**src/rtl/instr_fetch_unit.sv**
```systemverilog
// Fetch front end: PC, single-outstanding imem reads, instruction buffer, BEQ/BNE/J redirect.
// Optional IFU_PERF_EN adds perf_fetch_cnt / perf_flush_cnt counters.
module instr_fetch_unit #(
  parameter int               ADDR_W     = 32,
  parameter int               IBUF_DEPTH = 2,
  parameter logic [ADDR_W-1:0] RESET_PC  = '0
) (
  input  logic              clk,
  input  logic              rst,
  output logic              imem_req,
  output logic [ADDR_W-1:0] imem_addr,
  input  logic              imem_rvalid,
  input  logic [31:0]       imem_rdata,
  output logic              instr_valid,
  input  logic              instr_ready,
  output logic [31:0]       instr,
  output logic [5:0]        opcode,
  output logic [5:0]        funct,
  output logic [ADDR_W-1:0] pc_out,
`ifdef IFU_PERF_EN
  output logic [31:0]       perf_fetch_cnt,
  output logic [31:0]       perf_flush_cnt,
`endif
  input  logic              zero
);

  localparam int PW = $clog2(IBUF_DEPTH);
  localparam int CW = PW + 1;

  localparam logic [5:0] OP_BEQ = 6'b000100;
  localparam logic [5:0] OP_BNE = 6'b000101;
  localparam logic [5:0] OP_J   = 6'b000010;

  typedef enum logic [1:0] {IDLE, FETCH, WAIT, DRAIN} state_t;

  typedef struct packed {
    logic [31:0]       ins;
    logic [ADDR_W-1:0] pc;
  } ibuf_t;

  state_t            state, state_nxt;
  logic [ADDR_W-1:0] fetch_pc, req_pc;
  ibuf_t             ibuf [IBUF_DEPTH];
  ibuf_t             head;
  logic [PW-1:0]     rd_ptr, wr_ptr;
  logic [CW-1:0]     count;

  logic              hs, push, redirect;
  logic [ADDR_W-1:0] pc4, br_off, target;

  assign head        = ibuf[rd_ptr];
  assign instr_valid = (count != '0);
  assign instr       = head.ins;
  assign pc_out      = head.pc;
  assign opcode      = instr[31:26];
  assign funct       = instr[5:0];
  assign imem_addr   = fetch_pc;
  assign hs          = instr_valid & instr_ready;

  assign pc4    = pc_out + ADDR_W'(4);
  assign br_off = {{(ADDR_W-18){instr[15]}}, instr[15:0], 2'b00};

  always_comb begin
    redirect = 1'b0;
    target   = pc4 + br_off;
    if (hs) begin
      unique case (1'b1)
        (opcode == OP_BEQ): redirect = zero;
        (opcode == OP_BNE): redirect = ~zero;
        (opcode == OP_J): begin
          redirect = 1'b1;
          target   = {pc4[ADDR_W-1:28], instr[25:0], 2'b00};
        end
        default: ;
      endcase
    end
  end

  // a request is held back in a redirect cycle so it never targets the stale path
  always_comb begin
    state_nxt = state;
    imem_req  = 1'b0;
    push      = 1'b0;
    unique case (state)
      IDLE:  state_nxt = FETCH;
      FETCH: begin
        if (count < CW'(IBUF_DEPTH) && !redirect) begin
          imem_req  = 1'b1;
          state_nxt = WAIT;
        end
      end
      WAIT: begin
        if (redirect)
          state_nxt = imem_rvalid ? FETCH : DRAIN;
        else if (imem_rvalid) begin
          push      = 1'b1;
          state_nxt = FETCH;
        end
      end
      DRAIN: begin
        if (imem_rvalid) state_nxt = FETCH;
      end
      default: state_nxt = IDLE;
    endcase
  end

  always_ff @(posedge clk or negedge rst) begin
    if (!rst) begin
      state    <= IDLE;
      fetch_pc <= RESET_PC;
      req_pc   <= RESET_PC;
    end else begin
      state <= state_nxt;
      if (redirect)
        fetch_pc <= target;
      else if (imem_req) begin
        fetch_pc <= fetch_pc + ADDR_W'(4);
        req_pc   <= fetch_pc;
      end
    end
  end

  always_ff @(posedge clk or negedge rst) begin
    if (!rst) begin
      rd_ptr <= '0;
      wr_ptr <= '0;
      count  <= '0;
      for (int i = 0; i < IBUF_DEPTH; i++)
        ibuf[i] <= '{ins: '0, pc: RESET_PC};
    end else if (redirect) begin
      rd_ptr <= '0;
      wr_ptr <= '0;
      count  <= '0;
    end else begin
      if (push) begin
        ibuf[wr_ptr] <= '{ins: imem_rdata, pc: req_pc};
        wr_ptr       <= wr_ptr + PW'(1);
      end
      if (hs) rd_ptr <= rd_ptr + PW'(1);
      unique case ({push, hs})
        2'b10:   count <= count + CW'(1);
        2'b01:   count <= count - CW'(1);
        default: ;
      endcase
    end
  end

`ifdef IFU_PERF_EN
  always_ff @(posedge clk or negedge rst) begin
    if (!rst) begin
      perf_fetch_cnt <= '0;
      perf_flush_cnt <= '0;
    end else begin
      if (hs)       perf_fetch_cnt <= perf_fetch_cnt + 32'd1;
      if (redirect) perf_flush_cnt <= perf_flush_cnt + 32'd1;
    end
  end
`endif

endmodule

```
**config.mk**
```make
export PLATFORM = sky130hd
export DESIGN_NAME = instr_fetch_unit
export DESIGN_NICKNAME = d
export VERILOG_FILES = /design/src/rtl/instr_fetch_unit.sv
export SDC_FILE = /design/constraint.sdc
export NUM_CORES = 1
export LEC_CHECK = 0
export CAP_MARGIN = 10
export CORE_ASPECT_RATIO = 1.5
export CORE_UTILIZATION = 41
export DETAILED_ROUTE_END_ITERATION = 12
export PLACE_DENSITY = 0.59
export SYNTH_ARGS = -nofsm -noshare
export SYNTH_HDL_FRONTEND = slang
export SYNTH_SLANG_ARGS = --single-unit
```
**constraint.sdc**
```tcl
create_clock -name clk -period 14.9 [get_ports clk]
set_input_delay 2.235 -clock clk [delete_from_list [all_inputs] [get_ports clk]]
set_output_delay 2.235 -clock clk [all_outputs]
set_load 0.01 [all_outputs]
```
==> out/qor.yml, run 1 <==
clk-insertion-delay-late_ps: 450
r2r_slack_ps: 9360
vdd.ir_drop.worst_v: 0.000136
netlist-cell-type-count: 67
totalWireLength_mm: 31.9
power.leakage_nw: 6.07
share_comb_of_total_power_pct: 59.7
cts_root_buf: "sky130_fd_sc_hd__clkbuf_16"
grt_first_pass_wirelength_mm: 50.9
max_slew_vio_count: 0
post-route-cell-area_sq_mm: 0.0142
drcViolationCount: 0
reg2reg_launch_point: "rd_ptr$_DFFE_PN0P_"
finalSetupTns_ps: 0
synth_enable_flop_cells: 0
yosys_most_used_dff: "sky130_fd_sc_hd__dfrtp_1"
ratio_of_total_power_to_cell_area_mw_per_mm2: 254
route.antenna.remaining_nets: 0
grt_start_max_net_pins: 127
timing_worst_setup_path_type: "primary input to output port"
die_h_microns: 212
worst_slew_pin_slew_ps: 1030
ys_seq_elements: 198
tritoncts: "yes"
grt.overflow.total: 0
synthToLayoutAreaGrowth_pct: 18.7
cts_inserted_buffers: 17
synthesis.instances: 1101
postCtsHoldBufs: 0
worstSetupStartpointType: "primary input"
postSynth.asyncResetShare_pct: 100
finalClockSkew_ps: 10.5
die-width_microns: 142
status: "finished clean"
placeableCoreArea_sq_mm: 0.0287
drtIter0Drc: 457
timing.critical_path.to_type: "output port"
num_rows: 76
synth_area_sq_mm: 0.0120
layout.core_utilization_pct: 49.6
rsz0062_at_grt: "no"
p_total_mw: 3.62
drt-wirelength-per-cell_microns: 19.7
cp_data_arrival_time_ps: 4350
worstHoldPathType: "register to register"
ys_top_cells_by_area: "sky130_fd_sc_hd__dfrtp_1 41%, sky130_fd_sc_hd__mux2_2 9.3%, sky130_fd_sc_hd__mux2_4 6.3%, sky130_fd_sc_hd__mux2_1 5.6%, sky130_fd_sc_hd__ha_1 3.8%"
instances_no_fill: 1616
vias: 8872
timing.final.crit_share_pct: 44.2
gpl_wtd_cong: 0.889
power_switching_mw: 1.53
synth-warning-count: 0
design.die.area_sq_mm: 0.0300
globalRouteTotalUtil_pct: 22.4
post-place-cells: 1585
synthDominantAreaCellType: "sky130_fd_sc_hd__dfrtp_1"
clock.fmax_mhz: 152
post-cts-setup-buffers: 0
min-delay-start: "ibuf[57]$_DFFE_PN0P_"
worstPathMaxFanout: 16
post_place_cell_area_sq_mm: 0.0136
preCtsSetupSlack_ps: 8300
antennaDiodeCount: 0
place.port_buffers: 146
holdWs_ps: 489
worst_ep_required_time_ps: 12660
synth.yosys.seq_area_share_pct: 41.3
cts_resized: 0
cts_htree_levels: 4
initial_utilization_pct: 41.8
p_int_mw: 2.08
setup_violations: 0
layout.nets: 1288
p_sw_share_pct: 42.4
mappedNetlistNets: 1175
layout_setup_ws_ps: 8320
max_cap_viols: 0
p_clk_share_pct: 13.1
post-dp-hpwl_mm: 23.2
mean_area_per_synthesized_cell_sq_um: 10.9
fillers: 2665
boundaryPins: 147
synth_largest_type_area_fraction_pct: 41.3
drt-vias-per-instance: 5.49
final.min_clock_period_ps: 6580
drive_above_1_share_pct: 17.2
share_seq_of_total_power_pct: 27.2
maxSlewHeadroom_pct: 31.3
ctsLongestPathBuffers: 2
post_synth_top_cells: "198 x sky130_fd_sc_hd__dfrtp_1, 99 x sky130_fd_sc_hd__mux2_2, 91 x sky130_fd_sc_hd__nand2_1"
drt_pass1_iterations: 5
synth.most_common_cell: "sky130_fd_sc_hd__dfrtp_1"
start_point_of_the_critical_path: "instr_ready"
grt_antenna_before_repair: 0
grt_pass1_vias: 9137
finalHoldViolations: 0
cts.sinks: 198
clkTransAtPathRegs_ps: 70
-- cell families (layout without fill, tap and decap cells) --
logic type | Yosys count | count (layout) | synth area share (%)
xor gates and xnor gates | 76 | 76 | 5.55
muxes | 228 | 228 | 22.8
DFF | 198 | 198 | 41.3
buffers and inverters | 86 | 211 | 4.08
and+or+nand+nor | 292 | 292 | 12.6
AOI/OAI and AO/OA | 184 | 184 | 9.85
adders and majority gates | 37 | 37 | 3.92
-- critical path, stage by stage --
cell and delay [ps]:
sky130_fd_sc_hd__clkdlybuf4s50_1 600, sky130_fd_sc_hd__nand2_1 190, sky130_fd_sc_hd__nor4_2 310, sky130_fd_sc_hd__buf_4 260
sky130_fd_sc_hd__nor2_1 70, sky130_fd_sc_hd__nand2_1 100, sky130_fd_sc_hd__inv_1 90, sky130_fd_sc_hd__clkdlybuf4s50_1 490
-- layer usage --
layer	track usage, %	share of wire, %	wire length, microns	up-vias
li1	-	-	-	4188
met1	27.3	42	13400	4454
met2	38.8	51	16300	173
met3	3.28	3.0	959	57
met4	10.6	3.7	1180	0
met5	0	0	0	-
-- worst paths after layout --
| check | to | cells past startpoint |
|---|---|---|
| setup / recovery | imem_req | 8 |
| hold / removal | ibuf[57]$_DFFE_PN0P_ | 1 |
| setup reg to reg | imem_addr[27]$_DFFE_PN0P_ | 16 |
| hold reg to reg | ibuf[57]$_DFFE_PN0P_ | 1 |
| max in group asynchronous | rd_ptr$_DFFE_PN0P_ | 2 |
| min in group asynchronous | ibuf[38]$_DFFE_PN0P_ | 1 |
-- cell type report --
type	count	area (sq um)	share of cell area, %
clock buffer	21	470	3.30
clock inverter	10	120	0.844
inverter	24	90.1	0.633
multi-input combinational	817	6570	46.2
sequential	198	4960	34.8
tap	390	488	3.43
timing repair buffer	156	1540	10.8
-- cells in the final DEF (no fill, tap or decap), types with 8 or more instances in the layout --
cell type	synthesis	final
sky130_fd_sc_hd__dfrtp_1	198	197
sky130_fd_sc_hd__xor2_1	34	34
sky130_fd_sc_hd__mux2_2	99	99
sky130_fd_sc_hd__nand4_1	18	18
sky130_fd_sc_hd__mux2i_1	19	19
sky130_fd_sc_hd__nand2_1	91	91
sky130_fd_sc_hd__buf_4	13	10
sky130_fd_sc_hd__and4_1	9	9
sky130_fd_sc_hd__mux2_1	60	60
sky130_fd_sc_hd__nand2b_1	8	8
sky130_fd_sc_hd__a21o_1	15	15
sky130_fd_sc_hd__and3_1	11	11
sky130_fd_sc_hd__mux2_4	50	50
sky130_fd_sc_hd__nor2_1	58	58
sky130_fd_sc_hd__clkbuf_16	0	17
sky130_fd_sc_hd__o21ai_0	51	51
sky130_fd_sc_hd__nor3_1	13	13
sky130_fd_sc_hd__nor2b_1	9	8
sky130_fd_sc_hd__ha_1	36	36
sky130_fd_sc_hd__xnor2_1	42	42
sky130_fd_sc_hd__inv_1	24	24
sky130_fd_sc_hd__a211oi_1	10	10
sky130_fd_sc_hd__nand3_1	32	32
sky130_fd_sc_hd__clkdlybuf4s50_1	0	145
sky130_fd_sc_hd__a21oi_1	39	39
-- sequential cells by signal, indices dropped and copies added (netlist names) --
signal and flops:
count 2, ibuf 128, imem_addr 32, rd_ptr 1, req_pc 32, state 2, wr_ptr 1
-- power by group through the flow --
| stage | Sequential (mW) | Combinational, mW | Clock, mW |
|---|---|---|---|
| floorplan | 0.911 | 1.51 | 0 |
| global placement | 0.987 | 2.15 | 0 |
| detailed placement | 0.991 | 2.16 | 0 |
| CTS | 0.984 | 2.18 | 0.490 |
| global route | 1.02 | 2.38 | 0.506 |
| finish | 0.982 | 2.16 | 0.474 |
Power figures use the tool's default switching activity.
==> run 2, diff against run 1 <==
==> constraint.sdc (replaced) <==
create_clock -name clk -period 6.8 [get_ports clk]
set_input_delay 1.02 -clock clk [delete_from_list [all_inputs] [get_ports clk]]
set_output_delay 1.02 -clock clk [all_outputs]
set_load 0.01 [all_outputs]
==> out/qor.yml, run 2 (synthesis results as in run 1) <==
drt-wirelength-per-cell_microns: 20.6  # +4.2%
drive_above_1_share_pct: 17.4  # +0.22 points
grt.overflow.total: 0  # unchanged
cp_data_arrival_time_ps: 5340  # +990 ps
timing.final.crit_share_pct: 73.4
p_sw_share_pct: 43.3  # +0.90 points
cts.sinks: 198  # unchanged
drt-vias-per-instance: 5.51  # +0.29%
r2r_slack_ps: 1810  # -7550 ps
worstPathMaxFanout: 55  # +39
status: "finished clean"
clkTransAtPathRegs_ps: 80  # about the same
post-cts-setup-buffers: 0  # unchanged
largest_register_ff_count: 128  # unchanged
layout.core_utilization_pct: 49.6  # about the same
drtIter0Drc: 548  # +20%
reg2reg_to: "imem_addr[30]$_DFFE_PN0P_"
drt_pass1_iterations: 5  # unchanged
grt_pass1_vias: 9268  # +1.4%
preCtsSetupSlack_ps: 1850  # -6460 ps
ratio_of_total_power_to_cell_area_mw_per_mm2: 563  # +120%
share_comb_of_total_power_pct: 60.1  # +0.4 points
worst_slew_pin_slew_ps: 1010  # -19.3 ps
design.die.area_sq_mm: 0.0300  # unchanged
start_point_of_the_critical_path: "rd_ptr$_DFFE_PN0P_"
rsz0062_at_grt: "no"
r2r_cells: 16  # unchanged
cts_htree_levels: 4  # unchanged
reg2reg_launch_point: "rd_ptr$_DFFE_PN0P_"
most-common-layout-cells: "197 x sky130_fd_sc_hd__dfrtp_1, 145 x sky130_fd_sc_hd__clkdlybuf4s50_1, 99 x sky130_fd_sc_hd__mux2_2"
instances_no_fill: 1618  # +0.12%
postCtsHoldBufs: 0  # unchanged
route.antenna.remaining_nets: 0  # unchanged
worstSetupStartpointType: "register"
power_switching_mw: 3.47  # +130%
clock.fmax_mhz: 200
p_clk_share_pct: 13.0  # about the same
layout_setup_ws_ps: 1810  # -6510 ps
boundaryPins: 147  # unchanged
setup_violations: 0  # unchanged
fillers: 2700  # +1.3%
post-place-cells: 1586  # +0.063%
share_seq_of_total_power_pct: 26.9  # -0.3 points
grt_start_max_net_pins: 77  # -39%
cts_inserted_buffers: 17  # unchanged
layout.nets: 1289  # +0.078%
worst_hold_path.num_cells: 1  # unchanged
synthToLayoutAreaGrowth_pct: 18.8  # about the same
worst_ep_required_time_ps: 7150  # -5510 ps
ctsLongestPathBuffers: 2  # unchanged
grt_first_pass_wirelength_mm: 52.2  # +2.6%
holdWs_ps: 490  # +1.00 ps
post-route-cell-area_sq_mm: 0.0143  # about the same
timing_worst_setup_path_type: "register to register"
grt_antenna_before_repair: 0  # unchanged
vdd.ir_drop.worst_v: 0.000342  # +150%
die-width_microns: 142  # unchanged
finalHoldViolations: 0  # unchanged
vias: 8909  # +0.42%
worstHoldPathType: "register to register"
globalRouteTotalUtil_pct: 23.2  # +0.79 points
finalClockSkew_ps: 16.1  # +5.62 ps
max_cap_viols: 0  # unchanged
drcViolationCount: 0  # unchanged
timing.critical_path.to_type: "register"
p_int_mw: 4.55  # +120%
die_h_microns: 212  # unchanged
hold_path_endpoint: "ibuf[57]$_DFFE_PN0P_"
totalWireLength_mm: 33.3  # +4.4%
clk-insertion-delay-late_ps: 470  # +20 ps
initial_utilization_pct: 41.8  # unchanged
finalSetupTns_ps: 0  # unchanged
cts_root_buf: "sky130_fd_sc_hd__clkbuf_16"
tritoncts: "yes"
num_rows: 76  # unchanged
max_slew_vio_count: 0  # unchanged
post_place_cell_area_sq_mm: 0.0137  # about the same
gpl_wtd_cong: 0.915  # +2.9%
cts_resized: 0  # unchanged
final.min_clock_period_ps: 4990
layout.cells.most_common: "sky130_fd_sc_hd__dfrtp_1"
min-delay-start: "ibuf[57]$_DFFE_PN0P_"
antennaDiodeCount: 0  # unchanged
maxSlewHeadroom_pct: 32.6  # +1.3 points
power.leakage_nw: 6.08  # +0.16%
post-dp-hpwl_mm: 24.5  # +5.7%
largest-register: "ibuf"
place.port_buffers: 146  # unchanged
placeableCoreArea_sq_mm: 0.0287  # unchanged
p_total_mw: 8.02  # +120%
==> run 2: cell count changes in the layout (fill, tap and decap cells not counted) <==
| cell | previous run | this run |
|---|---|---|
| sky130_fd_sc_hd__clkinv_4 | 1 | 5 |
| sky130_fd_sc_hd__buf_4 | 10 | 11 |
| sky130_fd_sc_hd__clkbuf_8 | 4 | 1 |
| sky130_fd_sc_hd__inv_8 | 0 | 2 |
| sky130_fd_sc_hd__clkbuf_1 | 1 | 0 |
| sky130_fd_sc_hd__clkinvlp_4 | 2 | 1 |
==> run 2: layout make-up <==
class | instances | area, sq um | share of cell area, %
multi-input combinational | 817 | 6570 | 46.1
clock buffer | 17 | 425 | 2.98
inverter | 24 | 90.1 | 0.632
timing repair buffer | 157 | 1550 | 10.9
tap | 390 | 488 | 3.42
clock inverter | 15 | 170 | 1.19
sequential | 198 | 4960 | 34.8
==> run 2: worst max-delay path: stages (launching register included) <==
cell and delay, ps:
sky130_fd_sc_hd__dfrtp_4 840, sky130_fd_sc_hd__nand4_1 220, sky130_fd_sc_hd__a222oi_1 820, sky130_fd_sc_hd__and2_1 270, sky130_fd_sc_hd__nand3_1 120, sky130_fd_sc_hd__nor2_1 220
sky130_fd_sc_hd__nand2_1 100, sky130_fd_sc_hd__xnor2_1 160, sky130_fd_sc_hd__ha_1 470, sky130_fd_sc_hd__nand4_1 160, sky130_fd_sc_hd__a211oi_1 220, sky130_fd_sc_hd__o21ai_0 240
sky130_fd_sc_hd__a21oi_1 220, sky130_fd_sc_hd__o21ai_0 210, sky130_fd_sc_hd__o21ai_0 310, sky130_fd_sc_hd__xnor2_1 170, sky130_fd_sc_hd__a21oi_1 100
==> run 2: how the worst max path moves through the flow <==
| stage | slack, ps | to | cells past startpoint |
|---|---|---|---|
| 2_1_floorplan | 1920 | imem_addr[25]$_DFFE_PN0P_ | 21 |
| 3_3_place_gp | 1940 | imem_addr[30]$_DFFE_PN0P_ | 16 |
| 3_5_place_dp | 1850 | imem_addr[30]$_DFFE_PN0P_ | 16 |
| 4_1_cts | 1750 | imem_req | 10 |
| 5_1_grt | 1390 | imem_addr[30]$_DFFE_PN0P_ | 16 |
| 6_report | 1810 | imem_addr[30]$_DFFE_PN0P_ | 16 |
==> run 2: power by group through the flow <==
stage | clock, mW | sequential, mW | combinational [mW]
after detailed placement | 0 | 2.18 | 4.81
after floorplan | 0 | 2.00 | 3.31
after global placement | 0 | 2.17 | 4.80
final | 1.04 | 2.16 | 4.82
after CTS | 1.07 | 2.16 | 4.84
after global routing | 1.12 | 2.24 | 5.22
==> run 2: per-layer routing <==
metal / GRT usage [%] / up-vias / part of all wire [%]
li1: - / 4209 / -
met1: 26.7 / 4488 / 41
met2: 42.3 / 156 / 53
met3: 3.26 / 56 / 2.7
met4: 10.5 / 0 / 3.4
met5: 0 / - / 0
